==> config.mk <==
export PLATFORM = sky130hd
export DESIGN_NAME = next_pc_gen
export DESIGN_NICKNAME = d
export VERILOG_FILES = /design/src/rtl/cpu_pkg.sv /design/src/rtl/ras_stack.sv /design/src/rtl/next_pc_gen.sv
export SDC_FILE = /design/constraint.sdc
export NUM_CORES = 1
export LEC_CHECK = 0
export BUFFER_PORTS_ARGS = -buffer_cell sky130_fd_sc_hd__buf_2
export CAP_MARGIN = 10
export CELL_PAD_IN_SITES_DETAIL_PLACEMENT = 0
export CELL_PAD_IN_SITES_GLOBAL_PLACEMENT = 1
export CORE_ASPECT_RATIO = 1.5
export CORE_MARGIN = 10
export CORE_UTILIZATION = 26
export DETAILED_ROUTE_END_ITERATION = 10
export PLACE_DENSITY_LB_ADDON = 0.1
export SYNTH_ARGS = -nofsm -noshare
export SYNTH_HDL_FRONTEND = slang
export SYNTH_SLANG_ARGS = --single-unit
==> constraint.sdc <==
create_clock -name clk -period 2.7 [get_ports clk]
set_input_delay 0.27 -clock clk [delete_from_list [all_inputs] [get_ports clk]]
set_output_delay 0.27 -clock clk [all_outputs]
set_load 0.01 [all_outputs]
==> src/rtl/cpu_pkg.sv <==
// Shared constants for the PC / next-address path: widths, RAS depth, FSM encoding.
package cpu_pkg;

    localparam int unsigned AW        = 5;
    localparam int unsigned RAS_DEPTH = 4;
    localparam int unsigned ST_W      = 2;

    localparam logic [ST_W-1:0] ST_BOOT   = 2'd0;
    localparam logic [ST_W-1:0] ST_RUN    = 2'd1;
    localparam logic [ST_W-1:0] ST_HALTED = 2'd2;

    localparam logic [AW-1:0] ADDR_RESET = '0;

endpackage

==> src/rtl/ras_stack.sv <==
// Circular return-address stack; top entry read combinationally, sticky over/underflow.
module ras_stack #(
    parameter int unsigned AW    = cpu_pkg::AW,
    parameter int unsigned DEPTH = cpu_pkg::RAS_DEPTH
) (
    input  logic          clk,
    input  logic          rst,
    input  logic          push,
    input  logic          pop,
    input  logic          replace,
    input  logic [AW-1:0] wdata,
    output logic [AW-1:0] top,
    output logic          empty,
    output logic          full,
    output logic          ovf,
    output logic          unf
);

    localparam int unsigned PW = $clog2(DEPTH);
    localparam int unsigned CW = PW + 1;

    logic [AW-1:0] mem [DEPTH];
    logic [PW-1:0] ptr_q;
    logic [CW-1:0] count_q;
    logic [PW-1:0] ptr_inc;
    logic          do_push;
    logic          wr_en;
    logic [PW-1:0] wr_idx;

    assign ptr_inc = ptr_q + PW'(1);
    assign empty   = (count_q == '0);
    assign full    = (count_q == CW'(DEPTH));
    assign top     = mem[ptr_q];

    // A replace on an empty stack degenerates into a plain push.
    assign do_push = push || (replace && empty);
    assign wr_en   = do_push || replace;
    assign wr_idx  = do_push ? ptr_inc : ptr_q;

    always_ff @(posedge clk) begin
        if (wr_en) begin
            mem[wr_idx] <= wdata;
        end
    end

    always_ff @(posedge clk) begin
        if (rst) begin
            ptr_q   <= '0;
            count_q <= '0;
            ovf     <= 1'b0;
            unf     <= 1'b0;
        end else if (do_push) begin
            ptr_q <= ptr_inc;
            if (replace) begin
                unf <= 1'b1;
            end
            if (full) begin
                ovf <= 1'b1;
            end else begin
                count_q <= count_q + CW'(1);
            end
        end else if (pop && !replace) begin
            if (empty) begin
                unf <= 1'b1;
            end else begin
                ptr_q   <= ptr_q - PW'(1);
                count_q <= count_q - CW'(1);
            end
        end
    end

endmodule

==> src/rtl/next_pc_gen.sv <==
// Next-address generator: BOOT/RUN/HALTED FSM plus prioritised next-PC mux over the RAS.
module next_pc_gen #(
    parameter int unsigned AW        = cpu_pkg::AW,
    parameter int unsigned RAS_DEPTH = cpu_pkg::RAS_DEPTH
) (
    input  logic          clk,
    input  logic          rst,
    input  logic [AW-1:0] addr,
    input  logic          stall,
    input  logic          halt,
    input  logic          branch_taken,
    input  logic [AW-1:0] branch_off,
    input  logic          jump,
    input  logic          call,
    input  logic          ret,
    input  logic [AW-1:0] jump_target,
    output logic [AW-1:0] next_addr,
    output logic          ras_empty,
    output logic          ras_full,
    output logic          ras_ovf,
    output logic          ras_unf,
    output logic          halted
);

    import cpu_pkg::*;

    logic [ST_W-1:0] state_q;
    logic [ST_W-1:0] state_d;
    logic [AW-1:0]   addr_inc;
    logic [AW-1:0]   ras_top;
    logic            ras_push;
    logic            ras_pop;
    logic            ras_replace;

    assign addr_inc = addr + AW'(1);
    assign halted   = (state_q == ST_HALTED);

    always_ff @(posedge clk) begin
        if (rst) begin
            state_q <= ST_BOOT;
        end else begin
            state_q <= state_d;
        end
    end

    // Offset addition wraps in AW bits, which is two's-complement sign extension for free.
    always_comb begin
        state_d     = state_q;
        next_addr   = AW'(ADDR_RESET);
        ras_push    = 1'b0;
        ras_pop     = 1'b0;
        ras_replace = 1'b0;
        case (state_q)
            ST_BOOT: begin
                state_d = ST_RUN;
            end
            ST_RUN: begin
                if (stall) begin
                    next_addr = addr;
                end else if (halt) begin
                    next_addr = addr;
                    state_d   = ST_HALTED;
                end else if (call && ret) begin
                    next_addr   = ras_empty ? jump_target : ras_top;
                    ras_replace = 1'b1;
                end else if (ret) begin
                    next_addr = ras_empty ? addr_inc : ras_top;
                    ras_pop   = 1'b1;
                end else if (call) begin
                    next_addr = jump_target;
                    ras_push  = 1'b1;
                end else if (jump) begin
                    next_addr = jump_target;
                end else if (branch_taken) begin
                    next_addr = addr_inc + branch_off;
                end else begin
                    next_addr = addr_inc;
                end
            end
            ST_HALTED: begin
                next_addr = addr;
            end
            default: begin
                state_d = ST_BOOT;
            end
        endcase
    end

    ras_stack #(
        .AW    (AW),
        .DEPTH (RAS_DEPTH)
    ) u_ras (
        .clk     (clk),
        .rst     (rst),
        .push    (ras_push),
        .pop     (ras_pop),
        .replace (ras_replace),
        .wdata   (addr_inc),
        .top     (ras_top),
        .empty   (ras_empty),
        .full    (ras_full),
        .ovf     (ras_ovf),
        .unf     (ras_unf)
    );

endmodule
== Yosys cells after proc, flatten, opt, wreduce, memory -nomap -nowiden ==
Memory sizes are Yosys's and may differ from the RTL's. A register that Yosys moved wholly into a read port is not among the register bits.
Cells that the tools add are included.

* Bits in registers: 9
* Bits in latches: 0
* Bits in writable memories: 20
* ROM bits: 0
* Bits of input ports: 23
* Output and inout bits: 10
* Memories kept: 1

{| class="wikitable"
|+ Memory list
! name !! depth !! bits a word !! read ports !! clocked after Yosys merged registers in !! wr ports !! RTL line !! source
|-
| u_ras.mem || 4 || 5 || 1 || 1 || 1 || ras_stack.sv:22 || <nowiki>logic [AW-1:0] mem [DEPTH];</nowiki>
|}

* Add/subtract/negate cells: 6
* $mul: 0
* Divide/modulo/power cells: 0
* $lt $le $gt $ge: 0
* Equality and inequality tests: 8
* Shift operators: 0
* Multiplexer cells: 44
* Bitwise gates (word level): 1
* Reductions and logical operators: 15

{| class="wikitable"
|+ Operator list
! kind !! count
|-
| $mux W5 || 9
|-
| $mux W1 || 21
|-
| $mux W2 || 8
|-
| $mux W3 || 4
|-
| $pmux W5 S2 || 1
|-
| $reduce_and A3 Y1 || 3
|-
| $ne A2 B2 Y1 const B || 3
|-
| $pmux W2 S3 || 1
|-
| $add A5 B1 Y5 const B || 1
|-
| $add A5 B5 Y5 || 1
|-
| $ne A2 B1 Y1 const B || 2
|-
| $reduce_and A2 Y1 || 2
|-
| $reduce_bool A2 Y1 || 2
|-
| $add A3 B1 Y3 const B || 1
|-
| $eq A3 B3 Y1 const B || 1
|-
| $logic_and A1 B1 Y1 || 3
|-
| $logic_not A3 Y1 || 1
|-
| $sub A3 B1 Y3 const B || 1
|-
| $add A2 B1 Y2 const B || 1
|-
| $eq A2 B1 Y1 const B || 1
|-
| $eq A2 B2 Y1 const B || 1
|-
| $logic_not A2 Y1 || 1
|-
| $logic_or A1 B1 Y1 || 2
|-
| $sub A2 B1 Y2 const B || 1
|-
| other kinds (2) || 2
|}

== Logic depth before layout (Yosys ltp) ==
Gate-level depths: netlist of run 1.

* Depth after elaboration: 11
* Mapped depth: 10

== Hierarchy ==
Synthesis of run 1 repeated with hierarchy kept, for this count alone.

* Cells, all modules: 206
* Area, all modules: 2097.0 sq um

{| class="wikitable"
|+ Modules (own cells, without submodules)
! module !! times used !! cells an instance !! area each (sq um) !! sequential area each (sq um)
|-
| ras_stack || 1 || 91 || 1300.0 || 780.7
|-
| next_pc_gen || 1 || 115 || 797.0 || 40.0
|}

== Worst setup path after synthesis of run 1 ==
OpenSTA, ideal clock, no wires.

* Path type: register to register
* Start point: reg state_q[1]
* End point: mem u_ras.mem[1][0] (enable)
* Library setup time: 0.374 ns
* Arrival: 1.877 ns
* Required time: 2.326 ns
* Path slack: 0.450 ns
* Stages on the path, launching flop included: 8
* Path buffers: 1
* Period minus slack after synthesis: 2.250 ns
* Cells stage by stage: dfxtp_1 -> inv_1 -> ha_1 -> and2_1 -> buf_2 -> and3_1 -> ha_1 -> nor3_1

* Longest elaborated chain between the ends: 7
* Elaborated cells between the ends (all ways): 9
* Those cells by class: eq/ne: 1; mux: 5; reduce/logical: 3

{| class="wikitable"
|+ Ends and longest elaborated chain
! what !! RTL line !! source
|-
| from (decl) || next_pc_gen.sv:27 || <nowiki>logic [ST_W-1:0] state_q;</nowiki>
|-
| from (signal assigned) || next_pc_gen.sv:42 || <nowiki>state_q <= state_d;</nowiki>
|-
| $eq A2 B1 Y1 * || next_pc_gen.sv:53 || <nowiki>case (state_q)</nowiki>
|-
| $mux W1 || next_pc_gen.sv:53 ||
|-
| $logic_and A1 B1 Y1 || ras_stack.sv:36 || <nowiki>assign do_push = push || (replace && empty);</nowiki>
|-
| $logic_or A1 B1 Y1 || ras_stack.sv:36 ||
|-
| $logic_or A1 B1 Y1 || ras_stack.sv:37 || <nowiki>assign wr_en = do_push || replace;</nowiki>
|-
| $mux W1 || ras_stack.sv:41 || <nowiki>if (wr_en) begin</nowiki>
|-
| $mux W1 (implied by the code) || ras_stack.sv:42 || <nowiki>mem[wr_idx] <= wdata;</nowiki>
|-
| to (decl) || ras_stack.sv:22 ||
|}

Mark *: on every way between the ends. The rest lies on a longest branch, timed or not.

== Worst setup path after layout of run 1 ==
* Start point: in addr[0]
* End point: out next_addr[2]

* Longest elaborated chain between the ends: 10
* Elaborated cells between the ends (all ways): 11
* Those cells by class: add/sub: 2; mux: 9

{| class="wikitable"
|+ Ends and longest elaborated chain
! what !! RTL line !! source
|-
| from (decl) || next_pc_gen.sv:8 || <nowiki>input logic [AW-1:0] addr,</nowiki>
|-
| $add A5 B1 Y5 * || next_pc_gen.sv:35 || <nowiki>assign addr_inc = addr + AW'(1);</nowiki>
|-
| via addr_inc[2] || next_pc_gen.sv:29 || <nowiki>logic [AW-1:0] addr_inc;</nowiki>
|-
| $add A5 B5 Y5 || next_pc_gen.sv:75 || <nowiki>next_addr = addr_inc + branch_off;</nowiki>
|-
| $mux W5 || next_pc_gen.sv:74 || <nowiki>end else if (branch_taken) begin</nowiki>
|-
| $mux W5 || next_pc_gen.sv:72 || <nowiki>end else if (jump) begin</nowiki>
|-
| $mux W5 || next_pc_gen.sv:69 || <nowiki>end else if (call) begin</nowiki>
|-
| $mux W5 * || next_pc_gen.sv:66 || <nowiki>end else if (ret) begin</nowiki>
|-
| $mux W5 * || next_pc_gen.sv:63 || <nowiki>end else if (call && ret) begin</nowiki>
|-
| $mux W5 * || next_pc_gen.sv:60 || <nowiki>end else if (halt) begin</nowiki>
|-
| $mux W5 * || next_pc_gen.sv:58 || <nowiki>if (stall) begin</nowiki>
|-
| $pmux W5 S2 * || next_pc_gen.sv:53 ||
|-
| to (decl) || next_pc_gen.sv:17 || <nowiki>output logic [AW-1:0] next_addr,</nowiki>
|}

Mark *: on every way through the listed nets, which the timed path passes. The rest lies on a longest branch.

==> results by group, run 1 <==
Pwr
  – Psw: 0.338 mW
  – Pint: 1.05 mW
  – Sequential Power Share: between 30% and 40%
  – Cell Pwr Density: 568 mW/mm^2
  – Net Sw Frac: 24.4%
  – Clk pwr share: 45.8%
  – Combinational Power Share: 16.2%
  – Max rail drop VDD: 0.344 mV
  – Leakage: 0.951 nW

Routing
  – Final WL: 5310 um
  – Routed WL per cell: 16.1 um
  – Routed vias: 1543
  – Max layer used: met4
  – Via density: 4.68
  – Routed Antenna Nets: 0
  – First-pass detailed-route iteration total: 4
  – Met2 routed WL: around 2700 um
  – Met3 wire length: roughly 190 um
  – 1st-iter DRT viols: 21
  – DR DRC count: 0
  – Met1 Routed Length: 2330 um

Critical path
  – Crit end category: output pin
  – Required @ worst endpoint: approximately 2400 ps
  – Reg-to-Reg Start: state_q[1]$_SDFFE_PP0P_
  – Type of origin of the critical path: primary input
  – Register-to-register setup slack: 450 ps
  – Critical Path AT: between 2000 and 2500 ps
  – Worst reg2reg path endpoint: u_ras.count_q[2]$_SDFFE_PP0P_
  – R2R depth: 9
  – Class of the most critical setup path: in -> out
  – CP max FO: 5

Yosys
  – Post-synth top area share: 30.0%
  – Sequential fraction of the synthesis area: about two fifths
  – Syn Area/Cell: 10.5 um^2
  – Syn Nets: 226
  – YS warnings: 0
  – Synthesized flop and latch total: 31
  – Synth Flop Type: edfxtp_1
  – Post-Syn Instances: 190
  – Post-synth top cells: edfxtp_1, nor2_1, inv_1
  – Synth area leader: edfxtp_1
  – Area contributors post-synth: edfxtp_1, dfxtp_1, ha_1
  – Ys async rst share: 0%
  – EDFF count, synth: 20
  – Distinct cells, synth: 50
  – Post-Syn Area: approximately 0.0020 mm^2

STA
  – Worst Max-Slew Pin Slew: 736 ps
  – RSZ-0062 raised after global routing: false
  – Endpoints failing setup: 0
  – Worst clock skew: 2.90 ps
  – Slew Viols, Final: 0
  – Setup TNS: 0 ps
  – Rel. slew slack: 50.6%
  – Tmin final: 2370 ps
  – Final hold violations: 0
  – Fmax: roughly 420 MHz
  – Tcrit/Tclk final: 87.8%

CTS
  – CTS buffer count: 5
  – Clk slew on worst S/H paths: 50 ps
  – H-tree depth: 2
  – Hold Buf Count CTS: 0
  – Setup repair bufs after CTS: 0
  – PostCTS Resize Cnt: 0
  – Worst skew pair latency: 270 ps
  – Root Buffer: clkbuf_16
  – Clk sinks: 31
  – Max clock buf depth: 2
  – CTS tree: yes

Cells and area
  – Ant diodes: 0
  – Layout area overhead: 22.2%
  – # nets final: 263
  – Final core utilization: 32.3%
  – Layout cells sized above 1: 25.0%

Floorplan
  – Initial Util: a little over a quarter
  – Die H: 127 um
  – Ports: 33
  – Die Span X: 91.6 um
  – Die area: 0.0117 mm^2
  – Std cell rows: 39
  – CORE AREA: 0.00756 mm^2

Placed design
  – Port Buffers: 32
  – Final HPWL DP: around 4300 um
  – Placer Congestion: 0.737

Hold path
  – Hold WC Path Type: in -> reg
  – Hold Path Origin: rst
  – Hold Path End: u_ras.count_q[1]$_SDFFE_PP0P_
  – WHS Path Cells: 2

Global route
  – Largest net degree at the start of global routing: 20
  – Initial antenna violation count: 0
  – Grt ovf: 0
  – Vias in the first global route: 1638
  – GRT Util Overall: 9.30%
  – First-pass GRT wire length: between 8000 and 9000 um

Outcome
  – Outcome: finished, final reports clean

Job
  – Max Cap Viol: 0
final cells by class:
cell class | instances | area (um^2)
inverters | 13 | 48.8
multi-input cells | 137 | 1060
repair buffers | 39 | 213
well taps | 102 | 128
fillers | 802 | 5120
clock inverters | 3 | 43.8
clock buffers | 5 | 125
flip-flops and latches | 31 | 821
critical path: stages:
cell and delay, ps:
buf_2 130, ha_1 230, xor2_1 300, ha_1 320, xnor2_1 150, a32oi_1 190
o211ai_1 110, a22o_1 250, buf_2 140
registers in the layout, summed over array words and instances, names as in the netlist, named ones only:
signal	count
u_ras.count_q	3
u_ras.mem	20
u_ras.ovf	1
state_q	2
u_ras.unf	1
u_ras.ptr_q	2
cells in the final DEF (no fill, tap or decap), types with 3 or more instances in the layout:
cell type / Yosys / layout
dfxtp_1: 11 / 11
inv_1: 13 / 13
mux4_1: 3 / 3
edfxtp_1: 20 / 20
o21ai_0: 5 / 5
nand2_1: 8 / 8
buf_2: 3 / 32
xor2_1: 5 / 5
nand2b_1: 5 / 5
xnor2_1: 4 / 4
nand3b_1: 3 / 3
and2_1: 4 / 4
nor3_1: 10 / 10
buf_4: 1 / 7
a21oi_1: 10 / 10
ha_1: 11 / 11
o211ai_1: 5 / 5
clkbuf_16: 0 / 5
o21a_1: 4 / 4
a22o_1: 3 / 3
nand3_1: 5 / 5
nor2_1: 20 / 20
per-stage QoR:
step           setup WS (ps)  hold slack, ps  instances  area (um^2)  power [mW]
5_1_grt                  151             330        330         2440        1.45
3_3_place_gp             254             451        322         2270       0.768
2_1_floorplan            450             472        190         2000       0.690
4_1_cts                  258             310        330         2440        1.41
3_5_place_dp             271             462        322         2270       0.765
6_report                 329             301        330         2440        1.39
power groups by stage:
stage                     logic (mW)  registers [mW]  clock network [mW]
after floorplan                0.159           0.530                   0
after global placement         0.232           0.536                   0
after detailed placement       0.229           0.536                   0
after CTS                      0.231           0.526               0.651
after global routing           0.256           0.527               0.666
final                          0.225           0.526               0.636
worst max path at each step:
stage | start | to | slack [ps] | depth (start not counted)
after floorplan | state_q[1]$_SDFFE_PP0P_ | u_ras.mem[1][0]$_DFFE_PP_ | 450 | 7
after global placement | addr[0] | next_addr[2] | 250 | 9
after detailed placement | addr[0] | next_addr[3] | 270 | 10
after CTS | flip-flop | next_addr[3] | 260 | 6
after global routing | addr[0] | next_addr[4] | 150 | 11
final | addr[0] | next_addr[2] | 330 | 9
layer usage:
metal	up-vias	global-route usage, %
li1	770	-
met1	736	11.0
met2	27	15.9
met3	10	2.17
met4	0	3.61
met5	-	0
logic make-up (layout without fill, tap and decap cells):
logic type | count (synthesis) | in the layout | share of synthesized area (%)
compound gates | 44 | 44 | 16.0
xor+xnor | 9 | 9 | 3.94
fa+ha+maj | 13 | 13 | 8.89
buf+inv | 22 | 60 | 5.69
flops | 31 | 31 | 41.1
mux | 8 | 8 | 7.95
simple gates | 63 | 63 | 16.5
Note: power is estimated with default switching activity, not from simulation.
==> inputs of run 2 (changes only) <==
Settings changed: CTS_CLUSTER_SIZE set to 14, PLACE_DENSITY_LB_ADDON 0.1 to 0.05.
==> run 2 against run 1 <==
  * Cell count unchanged
  * Routed wire length about the same
  * Sequential power about the same
  * Clock skew increased by 2.1 ps
  * Critical path type unchanged
  * Clock power decreased by 19%
  * Flip-flop and latch count unchanged
  * Utilization decreased by 0.43 points
  * Critical path depth increased by 2
  * Sequential share of layout area increased by 0.45 points
==> results by group, run 2 (synthesis results as in run 1) <==
Cells and area
  – Max reg flops: 20
  – Fin area: ~0.0024 mm^2
  – Top flop regs: u_ras.mem (20), u_ras.count_q (3)
  – Register with the highest flop count: u_ras.mem
  – # nets final: 263
  – Commonest cells after routing, fill and taps aside: buf_2, nor2_1, edfxtp_1
  – Ant diodes: 0
  – Commonest non-fill, non-tap cell in the layout: buf_2
  – Layout cells sized above 1: 23.7%
  – Layout area overhead: 20.6%

CTS
  – Clk sinks: 31
  – Worst skew pair latency: 270 ps
  – Hold Buf Count CTS: 0
  – Root Buffer: clkbuf_16
  – H-tree depth: 2
  – Clk slew on worst S/H paths: 50 ps
  – CTS tree: yes
  – Setup repair bufs after CTS: 0
  – Max clock buf depth: 2
  – PostCTS Resize Cnt: 0
  – CTS buffer count: 5

STA
  – Rel. slew slack: 57.8%
  – Setup TNS: 0 ps
  – Endpoints failing setup: 0
  – Final hold violations: 0
  – Hold slack: 298 ps
  – Worst clock skew: between 4 and 5 ps
  – Tcrit/Tclk final: 90.6%
  – Fmax: just over 400 MHz
  – Slew Viols, Final: 0
  – Tmin final: roughly 2400 ps
  – Worst setup margin: 254 ps
  – RSZ-0062 raised after global routing: false
  – Worst Max-Slew Pin Slew: 628 ps

Pwr
  – Power Total: 1.27 mW
  – Cell Pwr Density: 527 mW/mm^2
  – Leakage: 0.933 nW
  – Max rail drop VDD: 0.211 mV

Global route
  – Vias in the first global route: 1634
  – Largest net degree at the start of global routing: 20
  – Grt ovf: 0
  – First-pass GRT wire length: between 8000 and 9000 um
  – GRT Util Overall: 9.57%
  – Initial antenna violation count: 0

Floorplan
  – Die area: 0.0117 mm^2
  – Die Span X: 91.6 um
  – Die H: ~130 um
  – Initial Util: 26.4%
  – Std cell rows: 39
  – CORE AREA: 0.00756 mm^2
  – Ports: 33

Critical path
  – Register-to-register setup slack: 480 ps
  – Crit end category: output pin
  – Critical Path AT: 2180 ps
  – Class of the most critical setup path: in -> out
  – CP max FO: 5
  – Required @ worst endpoint: 2430 ps
  – Type of origin of the critical path: primary input

Outcome
  – Outcome: finished, final reports clean

Routing
  – Final WL: 5310 um
  – Routed WL per cell: between 15 and 20 um
  – 1st-iter DRT viols: 48
  – First-pass detailed-route iteration total: 4
  – DR DRC count: 0
  – Routed vias: 1567
  – Via density: 4.75
  – Routed Antenna Nets: 0

Hold path
  – Hold WC Path Type: in -> reg

Placed design
  – Port Buffers: 32
  – Place WS: slightly above 200 ps
  – Placer Congestion: 0.802
  – Area post-placement: around 0.0023 mm^2
  – Final HPWL DP: 4340 um

Job
  – Max Cap Viol: 0
run 2: critical path: stages:
cell,delay (ps)
buf_2,130
inv_1,150
ha_1,200
inv_1,60
fa_1,400
nand2b_1,180
a21oi_1,180
mux2i_1,250
xnor2_1,140
a21oi_1,80
buf_2,140
run 2: final timing paths:
| kind | from | endpoint | depth (start not counted) |
|---|---|---|---|
| setup / recovery | addr[0] | next_addr[4] | 11 |
| hold / removal | rst | u_ras.count_q[0]$_SDFFE_PP0P_ | 2 |
| setup reg to reg | state_q[1]$_SDFFE_PP0P_ | u_ras.count_q[2]$_SDFFE_PP0P_ | 9 |
| hold reg to reg | u_ras.ovf$_SDFFE_PP0P_ | u_ras.ovf$_SDFFE_PP0P_ | 2 |
run 2: cell type report:
class                      count  area, um^2
inverter                      13        48.8
tap                          102         128
timing repair buffer          39         213
clock buffer                   6         129
multi-input combinational    137        1060
clock inverter                 2        7.51
sequential                    31         821
fill                         814        5150
run 2: per-stage QoR:
| stage | util, % | std cells |
|---|---|---|
| floorplan | - | 190 |
| global placement | 30.1 | 322 |
| detailed placement | 30.1 | 322 |
| CTS | 31.9 | 330 |
| global route | 31.9 | 330 |
| finish | 31.9 | 330 |
run 2: power by group:
| part | switching (mW) | internal (mW) | leakage [nW] | total (mW) |
|---|---|---|---|---|
| Combinational | 0.128 | 0.0985 | 0.598 | 0.227 |
| Clock | 0.184 | 0.334 | 0.0659 | 0.518 |
| Sequential | 0.00852 | 0.518 | 0.269 | 0.526 |
| Total | 0.320 | 0.950 | 0.933 | 1.27 |
run 2: routing by layer:
metal | GRT usage, % | vias to the layer above | routed length [um]
li1 | - | 776 | -
met1 | 10.3 | 751 | 2230
met2 | 17.0 | 33 | 2760
met5 | 0 | - | 0
met3 | 2.40 | 7 | 214
met4 | 4.44 | 0 | 102
==> inputs of run 3 (changes only) <==
Clock period 2.7 ns to 3.15 ns, I/O delays scaled along.
==> run 3 against run 2 <==
  * Hold slack gained 38 ps
  * Total power shrank 14%
  * Register-to-register slack gained 270 ps
  * Cell area shrank 0.78%
  * Clock power shrank 13%
  * Cell count shrank 0.91%
  * Sequential power shrank 14%
  * Critical endpoint unchanged
  * Largest cell class unchanged
  * Highest routed layer unchanged
==> results by group, run 3 (synthesis results as in run 1) <==
STA
  – Slew Viols, Final: 0
  – RSZ-0062 raised after global routing: false
  – Endpoints failing setup: 0
  – Setup TNS: 0 ps
  – Rel. slew slack: around 60%
  – Worst Max-Slew Pin Slew: 609 ps
  – Fmax: ~370 MHz
  – Final hold violations: 0
  – Tcrit/Tclk final: 86.7%
  – Tmin final: 2730 ps
  – Worst clock skew: 3.21 ps

Pwr
  – Leakage: 0.925 nW
  – Max rail drop VDD: roughly 0.23 mV
  – Cell Pwr Density: about 460 mW/mm^2

Job
  – Max Cap Viol: 0

Critical path
  – Class of the most critical setup path: in -> out
  – CP max FO: 8
  – Required @ worst endpoint: between 2000 and 3000 ps
  – Critical Path AT: 2420 ps
  – Crit end category: output pin
  – Type of origin of the critical path: primary input
  – Worst reg2reg path endpoint: u_ras.mem[0][4]$_DFFE_PP_
  – Reg-to-Reg Start: u_ras.count_q[0]$_SDFFE_PP0P_
  – R2R depth: 5
  – Register-to-register setup slack: approximately 750 ps

Outcome
  – Outcome: finished, final reports clean

Cells and area
  – Layout area overhead: 19.6%
  – Ant diodes: 0
  – Commonest cells after routing, fill and taps aside: buf_2, nor2_1, edfxtp_1
  – Fin cells: about 330
  – Multi-input logic area: 0.00106 mm^2
  – Register with the highest flop count: u_ras.mem
  – Max reg flops: 20
  – Commonest non-fill, non-tap cell in the layout: buf_2
  – Top flop regs: u_ras.mem (20), u_ras.count_q (3)
  – Fillers: 777
  – Layout cells sized above 1: 24.0%
  – Flip-flop and latch area: just over 800 um^2
  – # nets final: 260

Routing
  – First-pass detailed-route iteration total: 4
  – Final WL: 5250 um
  – Routed Antenna Nets: 0
  – Via density: 4.72
  – DR DRC count: 0
  – Routed WL per cell: 16.1 um
  – Routed vias: around 1500
  – 1st-iter DRT viols: 61

CTS
  – Max clock buf depth: 2
  – Setup repair bufs after CTS: 0
  – CTS tree: yes
  – Worst skew pair latency: 270 ps
  – Clk slew on worst S/H paths: 50 ps
  – Clk sinks: 31
  – H-tree depth: 2
  – Root Buffer: clkbuf_16
  – PostCTS Resize Cnt: 0
  – Hold Buf Count CTS: 0
  – CTS buffer count: 5

Floorplan
  – CORE AREA: 0.00756 mm^2
  – Die Span X: 91.6 um
  – Std cell rows: 39
  – Die H: ~130 um
  – Ports: 33
  – Die area: 0.0117 mm^2
  – Initial Util: 26.4%

Placed design
  – Placer Congestion: 0.737
  – Port Buffers: 32
  – Placed insts: 319
  – Final HPWL DP: between 4000 and 5000 um

Global route
  – GRT Util Overall: 9.18%
  – Vias in the first global route: 1619
  – Largest net degree at the start of global routing: 20
  – First-pass GRT wire length: 8450 um
  – Grt ovf: 0
  – Initial antenna violation count: 0

Hold path
  – Hold WC Path Type: in -> reg
  – Hold Path End: u_ras.count_q[1]$_SDFFE_PP0P_
  – WHS Path Cells: 2
  – Hold Path Origin: rst
## run 3: worst max-delay path by stage
| stage | startpoint | end | slack (ps) | depth (start not counted) |
|---|---|---|---|---|
| 3_3_place_gp | addr[0] | next_addr[4] | 510 | 10 |
| 4_1_cts | addr[0] | next_addr[4] | 390 | 10 |
| 5_1_grt | addr[0] | next_addr[4] | 270 | 10 |
| 3_5_place_dp | addr[0] | next_addr[4] | 390 | 10 |
| 6_report | addr[0] | next_addr[4] | 420 | 10 |
| 2_1_floorplan | addr[0] | next_addr[4] | 880 | 8 |
## run 3: critical path, stage by stage
cell and delay (ps):
buf_2 130, ha_1 440, inv_1 100, fa_1 430
nand2b_1 170, a21oi_1 170, mux2i_1 270, xnor2_1 90
a21oi_1 150, buf_2 150
## run 3: stage by stage
| step | instance area [um^2] | total power [mW] | utilization [%] | worst slack [ps] | hold WS [ps] |
|---|---|---|---|---|---|
| after floorplan | 2000 | 0.591 | - | 879 | 484 |
| after global placement | 2250 | 0.649 | 29.8 | 514 | 450 |
| after detailed placement | 2250 | 0.652 | 29.8 | 390 | 457 |
| after CTS | 2390 | 1.11 | 31.6 | 392 | 336 |
| after global routing | 2390 | 1.16 | 31.6 | 268 | 352 |
| final | 2390 | 1.09 | 31.6 | 419 | 336 |
## run 3: layer usage
| metal | part of all wire, % | GRT usage, % |
|---|---|---|
| met1 | 43 | 10.4 |
| met2 | 50 | 15.5 |
| met3 | 4.4 | 2.75 |
| met4 | 2.4 | 4.16 |
| met5 | 0 | 0 |
## run 3: cell type report
type	instances	share of cell area [%]
Inverter	13	2.04
Multi-Input combinational cell	137	44.5
Clock buffer	5	5.23
Tap cell	102	5.33
Sequential cell	31	34.3
Timing Repair Buffer	36	7.95
Clock inverter	3	0.628
## run 3: power by group
part | switching [mW] | internal [mW]
logic | 0.109 | 0.0823
registers | 0.00753 | 0.444
clock network | 0.165 | 0.287
total | 0.281 | 0.813
